[src/rtl/lsu_pkg.sv]
// lsu_pkg: shared widths, RV32I load/store width codes and LSU state encodings.
package lsu_pkg;

    localparam int CPU_WIDTH = 32;

    localparam logic [2:0] LSU_LB  = 3'b000;
    localparam logic [2:0] LSU_LH  = 3'b001;
    localparam logic [2:0] LSU_LW  = 3'b010;
    localparam logic [2:0] LSU_LBU = 3'b100;
    localparam logic [2:0] LSU_LHU = 3'b101;
    localparam logic [2:0] LSU_SB  = 3'b000;
    localparam logic [2:0] LSU_SH  = 3'b001;
    localparam logic [2:0] LSU_SW  = 3'b010;

    typedef enum logic [2:0] {
        ST_IDLE = 3'd0,
        ST_REQ  = 3'd1,
        ST_WAIT = 3'd2,
        ST_RESP = 3'd3,
        ST_ERR  = 3'd4
    } lsu_state_e;

    function automatic logic [CPU_WIDTH-1:0] word_align(input logic [CPU_WIDTH-1:0] addr);
        return {addr[CPU_WIDTH-1:2], 2'b00};
    endfunction

endpackage

[src/rtl/lsu_align.sv]
// lsu_align: byte-lane steering for stores, load extraction/extension and
// alignment/legality check. Purely combinational.
module lsu_align
    import lsu_pkg::*;
(
    input  logic                 we,
    input  logic [2:0]           funct3,
    input  logic [1:0]           addr_lo,
    input  logic [CPU_WIDTH-1:0] wdata,
    input  logic [CPU_WIDTH-1:0] rdata,
    output logic [3:0]           be,
    output logic [CPU_WIDTH-1:0] wdata_lane,
    output logic [CPU_WIDTH-1:0] rdata_ext,
    output logic                 err
);

    logic [CPU_WIDTH-1:0] shifted;

    assign shifted = rdata >> {addr_lo, 3'b000};

    always_comb begin
        be         = 4'b1111;
        wdata_lane = wdata;
        err        = 1'b0;
        case (funct3[1:0])
            2'b00: begin
                if (we) begin
                    be         = 4'b0001 << addr_lo;
                    wdata_lane = {4{wdata[7:0]}};
                end
            end
            2'b01: begin
                if (we) begin
                    be         = 4'b0011 << addr_lo;
                    wdata_lane = {2{wdata[15:0]}};
                end
                err = addr_lo[0];
            end
            2'b10:   err = (addr_lo != 2'b00);
            default: err = 1'b1;
        endcase
        // unsigned variants exist only for byte/half loads
        if (funct3[2] && (we || funct3[1]))
            err = 1'b1;
    end

    always_comb begin
        case (funct3)
            LSU_LB:  rdata_ext = {{(CPU_WIDTH-8){shifted[7]}}, shifted[7:0]};
            LSU_LH:  rdata_ext = {{(CPU_WIDTH-16){shifted[15]}}, shifted[15:0]};
            LSU_LBU: rdata_ext = {{(CPU_WIDTH-8){1'b0}}, shifted[7:0]};
            LSU_LHU: rdata_ext = {{(CPU_WIDTH-16){1'b0}}, shifted[15:0]};
            default: rdata_ext = shifted;
        endcase
    end

endmodule

[config.mk]
export PLATFORM = sky130hd
export DESIGN_NAME = lsu_align
export DESIGN_NICKNAME = d
export VERILOG_FILES = /design/src/rtl/lsu_pkg.sv /design/src/rtl/lsu_align.sv
export SDC_FILE = /design/constraint.sdc
export NUM_CORES = 1
export LEC_CHECK = 0
export ABC_AREA = 1
export ABC_CLOCK_PERIOD_IN_PS = 4350
export BUFFER_PORTS_ARGS = -buffer_cell sky130_fd_sc_hd__buf_4
export CORE_ASPECT_RATIO = 2
export CORE_MARGIN = 8
export CORE_UTILIZATION = 40
export DETAILED_ROUTE_END_ITERATION = 12
export PLACE_DENSITY_LB_ADDON = 0.12
export SYNTH_ARGS = -nofsm -noshare
export SYNTH_HDL_FRONTEND = slang
export SYNTH_SLANG_ARGS = --single-unit
[constraint.sdc]
create_clock -name vclk -period 4.35
set_clock_uncertainty 0.1 [all_clocks]
set_input_delay 0.87 -clock vclk [all_inputs]
set_output_delay 0.87 -clock vclk [all_outputs]
set_load 0.01 [all_outputs]
==> metrics <==
outcome finished clean; Worst EP required 3.38 ns; Die Area 0.00557 mm^2; routability cong. 0.847; HP Class in2out; Peak VDD IR 0.0698 mV; area grow syn2layout 68.2%; Slew HR 68.8%; most instantiated cells after synthesis 101 x nand2_1, 46 x nand3_1, 18 x o21ai_0, 16 x o211ai_1, 14 x inv_1; total track usage 20.1%; initial drt markers 59; pin count of the biggest net entering global routing 51; post-route clock period utilization 79.1%; wire length per cell 14.7 um; cell area after synthesis 0.00134 mm^2; Die Span X 56.9 um; I/O pins 139; share of layout cells above drive strength 1 39.7%; Starting Density 40.6%; CLK BUF 0; total number of vias 2185; Area contributors post-synth nand2_1 28%, nand3_1 17%, o211ai_1 9.0%; MaxCap Viol Count 0; fin crit period 3.44 ns; top-count cell post-synth nand2_1; worst slew pin tran 0.467 ns; cell area after layout 0.00225 mm^2; utilization of the core after routing 68.2%; initial antenna violation count 0; DP Wirelength 4.90 mm; hold path depth 2; Routed Antenna Nets 0; vias in the first global route 2225; crit end category output port; power per cell area 122 mW/mm^2; Final Max Tran Viols 0; ANT cells 0; register area 0 um^2; syn nets 341; fillers 335; Core Region 0.00330 mm^2; top-area cell type share of the netlist area 28.3%; CP arrival 2.47 ns; first-pass GRT wire length 10.0 mm; row cnt 30; total grt overflow 0; # setup viols final 0; RSZ-0062 raised after global routing false; area leader, netlist nand2_1; Post-CTS Setup Bufs 0; number of synthesis warnings 0; # DRC 0; Crit Path Category in2out; P_leak 0.00134 uW; total power 275 uW; Via density 5.30; placed cell area 0.00225 mm^2; hold_sp wdata[4]; nets 456; Hold Path End wdata_lane[4]; Seq/Total Area, Yosys 0%; post-CTS sizing 0; Highest Clock Rate 0.291 GHz; Critical Path Fanout Max 50; hold_buf cts 0; synthesized instance count 267; PortBufs 139; critical path launch point type primary input; DR pass1 iterations 5; Die Ht 97.9 um; setup TNS 0 ns; final wirelength 6.06 mm; seq_cells 0; final hold viol count 0; synth unique cells 20; Avg Cell Area, Syn 5.02 um^2
==> metrics by stage <==
step / instances / setup slack [ns] / hold WS, ns
final: 412 / 0.909 / 1.84
after global routing: 412 / 0.762 / 1.84
after CTS: 412 / 0.973 / 1.84
after detailed placement: 412 / 0.975 / 1.84
after global placement: 412 / 1.06 / 1.84
after floorplan: 267 / 1.56 / 1.73
==> worst max-delay path by stage <==
stage / start / endpoint / depth (start not counted)
6_report: addr_lo[0] / rdata_ext[21] / 7
5_1_grt: addr_lo[0] / rdata_ext[26] / 7
4_1_cts: addr_lo[0] / rdata_ext[26] / 7
3_5_place_dp: addr_lo[0] / rdata_ext[26] / 7
3_3_place_gp: addr_lo[0] / rdata_ext[17] / 7
2_1_floorplan: addr_lo[1] / err / 7
==> cell type report <==
type	count	area (um^2)	share of cell area (%)
Timing Repair Buffer	139	1040	46.3
Inverter	19	71.3	3.16
Multi-Input combinational cell	222	1100	48.8
Tap cell	32	40.0	1.78
==> worst max-delay path: stages <==
cell and delay (ns):
buf_4 0.25, inv_2 0.31, nand2_1 0.10, nand3_1 0.12, nand3_2 0.39, nand3_1 0.26, buf_4 0.15
==> cell families after synthesis <==
family	after synthesis	share of synthesized area, %
simple gates	168	55.0
fa+ha+maj	4	3.73
compound gates	50	23.3
buf+inv	45	18.0
==> report_power, final <==
part           total, uW  leakage [uW]  switching (uW)  internal, uW
Clock                  0             0               0             0
Sequential             0             0               0             0
Combinational        275       0.00134             139           137
==> layout by cell type, fill, tap and decap left out <==
cell      Yosys  layout
o21ai_0      18      18
ha_1          4       4
and2_1        1       1
nand2_2       1       1
buf_4        10     139
nand2_1     101     101
o211ai_1     16      16
a211o_1       1       1
a21oi_1       8       8
inv_2         5       5
nand2_4       2       2
nand3_2       1       1
nor2_1       13      13
nand3_1      46      46
a22oi_1       7       7
nor2_4        3       3
inv_1        14      14
==> layer usage <==
layer	track usage, %	wire length (um)
met5	0	0
met4	2.36	71
met3	5.71	514
met2	33.8	2930
met1	24.9	2540
Power figures use the tool's default switching activity.
